==> src/rtl/branch_redirect_unit_pkg.sv <==
// Shared types and defaults for the branch redirect unit.
// Holds the BPU training record layout and the redirect FSM encoding.
package branch_redirect_unit_pkg;

  localparam int BRU_ADDR_W     = 32;
  localparam int BRU_INST_BYTES = 4;
  localparam int BRU_CNT_W      = 32;

  typedef enum logic [0:0] {
    RS_IDLE    = 1'b0,
    RS_PENDING = 1'b1
  } redirect_state_e;

  // Flattened onto bpu_upd_o MSB-first in this field order.
  typedef struct packed {
    logic [BRU_ADDR_W-1:0] pc;
    logic                  taken;
    logic [BRU_ADDR_W-1:0] target;
    logic                  mispredict;
  } branch_update_t;

endpackage

==> src/rtl/branch_redirect_unit_perf_counter.sv <==
// Free-running event counter: increments on inc, wraps at 2^CNT_W.
// One-cycle update latency; synchronous clear on rst.
module branch_redirect_unit_perf_counter #(
  parameter int CNT_W = 32
) (
  input  logic             clk,
  input  logic             rst,
  input  logic             inc,
  output logic [CNT_W-1:0] cnt
);

  always_ff @(posedge clk) begin
    if (rst) begin
      cnt <= '0;
    end else if (inc) begin
      cnt <= cnt + CNT_W'(1);
    end
  end

endmodule

==> src/rtl/branch_redirect_unit.sv <==
// Resolves EX-stage branches against the frontend prediction: flush pulse, held redirect,
// BPU training pulse and perf counters. Accept->redirect latency is one cycle.
module branch_redirect_unit
  import branch_redirect_unit_pkg::*;
#(
  parameter int ADDR_W     = BRU_ADDR_W,
  parameter int INST_BYTES = BRU_INST_BYTES,
  parameter int CNT_W      = BRU_CNT_W
) (
  input  logic                clk,
  input  logic                rst,
  input  logic                ex_valid_i,
  input  logic                ex_is_branch_i,
  input  logic [ADDR_W-1:0]   ex_pc_i,
  input  logic                ex_taken_i,
  input  logic [ADDR_W-1:0]   ex_target_i,
  input  logic                pred_taken_i,
  input  logic [ADDR_W-1:0]   pred_target_i,
  input  logic                excp_flush_i,
  input  logic                redirect_ready_i,
  output logic                redirect_valid_o,
  output logic [ADDR_W-1:0]   redirect_pc_o,
  output logic                backend_flush_o,
  output logic                ex_stall_o,
  output logic                bpu_upd_valid_o,
  output logic [2*ADDR_W+1:0] bpu_upd_o,
  output logic [CNT_W-1:0]    perf_branch_cnt_o,
  output logic [CNT_W-1:0]    perf_mispred_cnt_o
);

  redirect_state_e state_q, state_d;

  logic              accept;
  logic              mispredict;
  logic              fire;
  logic [ADDR_W-1:0] correct_pc;

  logic [ADDR_W-1:0] upd_pc_q;
  logic              upd_taken_q;
  logic [ADDR_W-1:0] upd_target_q;
  logic              upd_mispredict_q;

  // A commit-stage exception kills whatever sits in EX this cycle.
  assign accept     = ex_valid_i & ex_is_branch_i & (state_q == RS_IDLE) & ~excp_flush_i;
  assign mispredict = (pred_taken_i != ex_taken_i) |
                      (ex_taken_i & (pred_target_i != ex_target_i));
  assign correct_pc = ex_taken_i ? ex_target_i : (ex_pc_i + ADDR_W'(INST_BYTES));

  always_ff @(posedge clk) begin
    if (rst) begin
      state_q <= RS_IDLE;
    end else begin
      state_q <= state_d;
    end
  end

  always_comb begin
    state_d = state_q;
    if (excp_flush_i) begin
      state_d = RS_IDLE;
    end else begin
      case (state_q)
        RS_IDLE:    if (accept && mispredict) state_d = RS_PENDING;
        RS_PENDING: if (redirect_ready_i)     state_d = RS_IDLE;
        default:                              state_d = RS_IDLE;
      endcase
    end
  end

  always_comb begin
    redirect_valid_o = 1'b0;
    fire             = 1'b0;
    ex_stall_o       = 1'b0;
    if (state_q == RS_PENDING) begin
      redirect_valid_o = 1'b1;
      fire             = redirect_ready_i;
      ex_stall_o       = ~redirect_ready_i;
    end
  end

  // redirect_pc_o only loads on a mispredicting accept, so it is stable while pending.
  always_ff @(posedge clk) begin
    if (rst) begin
      redirect_pc_o   <= '0;
      backend_flush_o <= 1'b0;
    end else begin
      backend_flush_o <= accept & mispredict;
      if (accept && mispredict) begin
        redirect_pc_o <= correct_pc;
      end
    end
  end

  always_ff @(posedge clk) begin
    if (rst) begin
      bpu_upd_valid_o  <= 1'b0;
      upd_pc_q         <= '0;
      upd_taken_q      <= 1'b0;
      upd_target_q     <= '0;
      upd_mispredict_q <= 1'b0;
    end else begin
      bpu_upd_valid_o <= accept;
      if (accept) begin
        upd_pc_q         <= ex_pc_i;
        upd_taken_q      <= ex_taken_i;
        upd_target_q     <= ex_target_i;
        upd_mispredict_q <= mispredict;
      end
    end
  end

  assign bpu_upd_o = {upd_pc_q, upd_taken_q, upd_target_q, upd_mispredict_q};

  branch_redirect_unit_perf_counter #(
    .CNT_W (CNT_W)
  ) u_branch_cnt (
    .clk (clk),
    .rst (rst),
    .inc (accept),
    .cnt (perf_branch_cnt_o)
  );

  branch_redirect_unit_perf_counter #(
    .CNT_W (CNT_W)
  ) u_mispred_cnt (
    .clk (clk),
    .rst (rst),
    .inc (accept & mispredict),
    .cnt (perf_mispred_cnt_o)
  );

endmodule

==> config.mk <==
export PLATFORM = sky130hd
export DESIGN_NAME = branch_redirect_unit
export DESIGN_NICKNAME = d
export VERILOG_FILES = /design/src/rtl/branch_redirect_unit_pkg.sv /design/src/rtl/branch_redirect_unit_perf_counter.sv /design/src/rtl/branch_redirect_unit.sv
export SDC_FILE = /design/constraint.sdc
export NUM_CORES = 1
export LEC_CHECK = 0
export BUFFER_PORTS_ARGS = -buffer_cell sky130_fd_sc_hd__buf_2
export CORE_MARGIN = 8
export CORE_UTILIZATION = 52
export CTS_BUF_LIST = sky130_fd_sc_hd__clkbuf_8
export DETAILED_ROUTE_END_ITERATION = 8
export GPL_TIMING_DRIVEN = 0
export PLACE_DENSITY = 0.81
export RECOVER_POWER = 25
export SYNTH_ARGS = -nofsm -noshare
export SYNTH_HDL_FRONTEND = slang
export SYNTH_SLANG_ARGS = --single-unit
==> constraint.sdc <==
create_clock -name clk -period 2.6 [get_ports clk]
set_input_delay 0.52 -clock clk [delete_from_list [all_inputs] [get_ports clk]]
set_output_delay 0.52 -clock clk [all_outputs]
set_load 0.05 [all_outputs]
==> impl_metrics.toml, run 1 <==
[status]
status = "completed"

[route]
dr_total_vias = 8401
drt-total-wl_um = 28100
dr.pass1.iters = 5
drt_iter0_drc = 537
vias_per_cell = 5.73
ant_nets = 0
drc = 0
wl_per_cell_um = 19.2

[timing]
hold_viol = 0
slew-limit-headroom_pct = 42.5
fin_setup_tns_ns = 0
post-route-period-util_pct = 94.0
fmax_mhz = 409
worst-slew-pin-transition_ns = 0.855
whs_ns = 0.286
layout_min_cycle_time_ns = 2.44
rsz0062_at_grt = "no"
slew_violations = 0
setup_violations = 0
finClkSkew_ns = 0.0107

[critical_path]
r2r_start = "state_q"
regToRegSetupSlack_ns = 0.16
critical_path.endpoint_type = "register"
worstPathRequired_ns = 2.95
critical_path.max_fanout = 10
arrival_ns = 2.80
r2r-end = "u_mispred_cnt.cnt[30]"
r2r_cells = 7
start_kind = "register"
crit_start = "state_q"
criticalPathCategory = "register to register"

[min_path]
hold_class = "primary input to register"
whs_path_depth = 2
hold_end = "state_q"
min-delay-start = "excp_flush_i"

[power_and_ir_drop]
ir_drop_v = 0.000445
leakage_uw = 0.00397
totalPowerFinal_uw = 5240
cellPowerDensity_nw_per_um2 = 528

[grt]
grt_usage_pct = 28.2
grt-ovfl-total = 0
grt_start_max_net_pins = 17
antenna_found_initial = 0
first_global_vias = 8256
grt_pass1_wl_um = 44000

[clock_tree]
worstSkewPairLatency_ns = 0.46
path_clk_slew_ns = 0.09
cts-htree-levels = 4
cts_hold_buf = 0
cts_buffers = 17
tritoncts = "yes"
cts_sinks = 165
cts_buffer_depth = 2
root_buffer = "clkbuf_8"

[logic_synthesis]
synth_edf_count = 0
yosys_register_bits = 165
synth_fp_nets = 1085
synth_warnings = 0
synth_top_area_cell = "dfxtp_1"
synth_top_area_share_pct = 41.1
netlist-cell-type-count = 53
synth_area_per_cell_um2 = 8.21
yosysSeqAreaShare_pct = 41.1
synth_area_leaders = "dfxtp_1 41%, nand2_1 8.2%, a21oi_1 7.7%"
syn_inst = 978
async_flop_share_pct = 0
synth_area_um2 = 8030
synth_flop_cell = "dfxtp_1"

[die]
die_area_um2 = 19700
core_area_um2 = 15100
rows = 45
ios = 270
initial_core_util_pct = 53.0
die_h_um = 140
die_w_um = 140

[flow_run]
cap_viol_max_count = 0

[layout]
nets = 1371
areaGrowthSynthToFinish_pct = 23.6
antenna_cells = 0
drive_gt1_share_pct = 21.5

[place]
routabilityCongestion = 0.937
port_buffers = 267
hpwl_um = 22100
==> critical path, cell delays in order, from the launching register on <==
cell      delay, ns
dfxtp_1        0.36
nor4bb_1       0.28
clkbuf_4       0.30
o21ai_1        0.21
buf_2          0.25
nor4_4         0.34
nor3b_1        0.25
mux2_2         0.35
==> final cells by class <==
cell class,instances,area (µm²)
clock inverter,11,106
inverter,17,63.8
clock buffer,21,289
buffer,71,393
fill,1322,5220
sequential,165,3300
tap,188,235
multi-input combinational,725,4300
timing repair buffer,267,1230
==> worst max path at each step <==
stage,end,slack [ns],cells past startpoint
final,u_mispred_cnt.cnt[30],0.16,7
after global routing,u_branch_cnt.cnt[28],0.008,7
after CTS,u_branch_cnt.cnt[31],0.04,7
after detailed placement,u_mispred_cnt.cnt[1],-0.35,10
after global placement,redirect_pc_o[9],-0.36,10
after floorplan,u_mispred_cnt.cnt[18],0.27,5
==> metrics by stage <==
| stage | setup slack (ns) | area, µm² | instances | utilization (%) |
|---|---|---|---|---|
| after detailed placement | -0.346 | 9600 | 1433 | 63.4 |
| after global routing | 0.00771 | 9930 | 1465 | 65.5 |
| final | 0.155 | 9930 | 1465 | 65.5 |
| after global placement | -0.357 | 9600 | 1433 | 63.4 |
| after floorplan | 0.267 | 8030 | 978 | - |
| after CTS | 0.0375 | 10000 | 1465 | 66.0 |
==> sequential cells by signal, indices dropped and copies added, names as in the netlist <==
| name | count |
|---|---|
| upd_mispredict_q | 1 |
| upd_taken_q | 1 |
| upd_target_q | 32 |
| upd_pc_q | 32 |
| backend_flush_o | 1 |
| bpu_upd_valid_o | 1 |
| state_q | 1 |
| redirect_pc_o | 32 |
| u_branch_cnt.cnt | 32 |
| u_mispred_cnt.cnt | 32 |
==> cell usage after synthesis, types with 3 or more instances <==
master	n
nand2_1	175
o21a_1	7
xnor2_1	28
a21oi_1	124
nand4_1	27
a31o_2	8
or4_1	24
a311oi_2	4
and3_1	8
mux2_2	5
nor2b_1	10
nor4_1	18
mux2i_1	6
nor4_2	3
nor2_1	51
dfxtp_1	165
or3_1	8
buf_1	4
clkbuf_1	40
and4_1	10
buf_6	8
and2_1	4
buf_2	7
buf_4	9
xor2_1	58
o31ai_1	20
o2111ai_1	5
o21ai_0	36
nor3_1	11
o211ai_1	13
ha_1	3
nand3_1	39
inv_1	17
==> cells in the final DEF (no fill, tap or decap), drive strengths merged, types with 3 or more instances in the layout <==
| master | netlist | routed |
|---|---|---|
| buf | 28 | 213 |
| nand2 | 175 | 175 |
| dfxtp | 165 | 165 |
| clkbuf | 43 | 146 |
| a21oi | 124 | 124 |
| xor2 | 58 | 58 |
| nor2 | 52 | 52 |
| nand3 | 39 | 39 |
| o21ai | 37 | 37 |
| nand4 | 29 | 29 |
| xnor2 | 28 | 28 |
| or4 | 25 | 25 |
| nor4 | 22 | 22 |
| o31ai | 20 | 20 |
| inv | 17 | 20 |
| o211ai | 13 | 13 |
| nor3 | 12 | 12 |
| and4 | 10 | 10 |
| nor2b | 10 | 10 |
| and3 | 9 | 9 |
| a31o | 8 | 8 |
| or3 | 8 | 8 |
| o21a | 7 | 7 |
| mux2i | 6 | 6 |
| clkinv | 0 | 6 |
| o2111ai | 5 | 5 |
| mux2 | 5 | 5 |
| a311oi | 4 | 4 |
| and2 | 4 | 4 |
| ha | 3 | 3 |
==> cell families after synthesis <==
logic type	share of synthesized area (%)
flip-flops	41.1
AO/OA/AOI/OAI	16.5
multiplexers	1.45
AND/OR/NAND/NOR	25.4
XOR/XNOR	9.38
adder cells (fa/ha/maj)	0.468
buffers and inverters	5.66
==> power breakdown <==
part / internal, µW / switching [µW] / leakage [µW]
clock: 943 / 946 / 0.000218
combinational: 206 / 539 / 0.00242
sequential: 2580 / 29.2 / 0.00134
total: 3730 / 1510 / 0.00397
==> timing repair <==
action / CTS / global route
setup buffers: 0 / 0
gates resized for setup: 1 / 4
setup endpoints to repair: 1 / 29
==> per-layer routing <==
layer  wire length, µm  global-route usage (%)  share of wire, %
met4              1050                    12.3               3.7
met1             11000                    33.4                39
met2             13100                    45.7                47
met3              2910                    9.34                10
met5                 0                       0                 0
Note: power is estimated with default switching activity, not from simulation.
==> inputs of run 2 (changes only) <==
--- a/config.mk
+++ b/config.mk
@@ -7,11 +7,11 @@
 export LEC_CHECK = 0
 export BUFFER_PORTS_ARGS = -buffer_cell sky130_fd_sc_hd__buf_2
 export CORE_MARGIN = 8
-export CORE_UTILIZATION = 52
-export CTS_BUF_LIST = sky130_fd_sc_hd__clkbuf_8
+export CORE_UTILIZATION = 51
+export CTS_BUF_LIST = sky130_fd_sc_hd__clkbuf_4 sky130_fd_sc_hd__clkbuf_8 sky130_fd_sc_hd__clkbuf_16
 export DETAILED_ROUTE_END_ITERATION = 8
 export GPL_TIMING_DRIVEN = 0
-export PLACE_DENSITY = 0.81
+export PLACE_DENSITY = 0.8
 export RECOVER_POWER = 25
 export SYNTH_ARGS = -nofsm -noshare
 export SYNTH_HDL_FRONTEND = slang
==> impl_metrics.toml, run 2 (synthesis results as in run 1) <==
[status]
status = "completed"

[die]
die_h_um = 141
initial_core_util_pct = 51.3
core_area_um2 = 15700
rows = 46
die_area_um2 = 20000
die_w_um = 141
ios = 270

[timing]
setup_violations = 0
layout_min_cycle_time_ns = 2.44
worst-slew-pin-transition_ns = 0.808
finClkSkew_ns = 0.00835
slew-limit-headroom_pct = 45.7
fmax_mhz = 409
slew_violations = 0
setup_ws_ns = 0.155
hold_viol = 0
post-route-period-util_pct = 94.0

[grt]
grt-ovfl-total = 0
grt_start_max_net_pins = 17
first_global_vias = 8285
grt_usage_pct = 27.9
antenna_found_initial = 1
grt_pass1_wl_um = 44200

[layout]
drive_gt1_share_pct = 21.7
layout_commonest_cell = "buf_2"
areaGrowthSynthToFinish_pct = 27.1
fin_util_pct = 65.2
mostFrequentLayoutCells = "192 x buf_2, 175 x nand2_1, 165 x dfxtp_1"
nets = 1372

[place]
hpwl_um = 22300
routabilityCongestion = 0.950
port_buffers = 267
dp_worst_setup_slack_ns = -0.319

[route]
wl_per_cell_um = 19.1
drt_iter0_drc = 605
drt-total-wl_um = 28600
vias_per_cell = 5.73
dr_total_vias = 8575
ant_nets = 0
dr.pass1.iters = 5
drc = 0

[critical_path]
crit_family = "simple AND/OR/NAND/NOR gates"
cp_slowest_cell = "nor4_4"
arrival_ns = 2.76
r2r_cells = 7
critPathMaxStageDelay_ns = 0.38
criticalPathCategory = "register to register"
critical_path.max_fanout = 10
critical_path.endpoint_type = "register"
cp.depth = 7
timing.critical_path.cells = "nor4bb_1 > clkbuf_4 > o21ai_1 > buf_2 > nor4_4 > nor3b_1 > mux2_2"
path_buf_inv = 2
worstPathRequired_ns = 2.91
start_kind = "register"

[clock_tree]
cts_sinks = 165
cts_buffer_depth = 2
cts_buffers = 17
root_buffer = "clkbuf_16"
path_clk_slew_ns = 0.06
tritoncts = "yes"
cts_hold_buf = 0
worstSkewPairLatency_ns = 0.43
cts-htree-levels = 4

[flow_run]
cap_viol_max_count = 0

[power_and_ir_drop]
ir_drop_v = 0.000462
leakage_uw = 0.00406
cellPowerDensity_nw_per_um2 = 594
totalPowerFinal_uw = 6060

[min_path]
hold_class = "primary input to register"
whs_path_depth = 2
## run 2: cell count changes in the layout (fill, tap and decap cells not counted), moves of 2 or more
cell / delta
clkinv_2: -5
clkbuf_8: -17
clkbuf_16: +17
diode_2: +2
inv_1: -2
clkinvlp_4: +3
## run 2: area by class of cell
type / count / area, µm²
fill: 1427 / 5450
tap: 216 / 270
timing repair buffer: 268 / 1240
sequential: 165 / 3300
inverter: 17 / 63.8
clock buffer: 22 / 488
antenna: 2 / 5.00
clock inverter: 10 / 144
buffer: 71 / 393
multi-input combinational: 725 / 4290
## run 2: metrics by stage
step	hold WS, ns	area (µm²)	instances	setup TNS [ns]
after floorplan	0.437	8030	978	0
after global placement	0.439	9630	1461	-6.81
after detailed placement	0.444	9630	1461	-6.68
after CTS	0.299	10300	1493	0
after global routing	0.326	10200	1495	-0.000112
final	0.316	10200	1496	0
## run 2: metal layers
layer | global-route usage, % | share of wire [%] | wire [µm] | up-vias
li1 | - | - | - | 4035
met1 | 32.7 | 39 | 11100 | 4003
met2 | 45.6 | 46 | 13300 | 450
met5 | 0 | 0 | 0 | -
met3 | 9.11 | 11 | 3180 | 87
met4 | 13.2 | 3.9 | 1110 | 0
## run 2: final timing paths
kind,from,to,slack (ns)
max reg2reg,state_q,u_mispred_cnt.cnt[30],0.16
min,excp_flush_i,state_q,0.32
min reg2reg,upd_pc_q[17],upd_pc_q[17],0.45
max,state_q,u_mispred_cnt.cnt[30],0.16
## run 2: repair_timing
item                       CTS  global route
pin swaps                    0             1
setup endpoints to repair    1            13
buffers inserted             0             1
gates resized for setup      1             3
## run 2: power breakdown
part | internal, µW | switching, µW | total [µW]
logic | 206 | 542 | 748
clock network | 1630 | 1070 | 2700
registers | 2580 | 28.9 | 2610
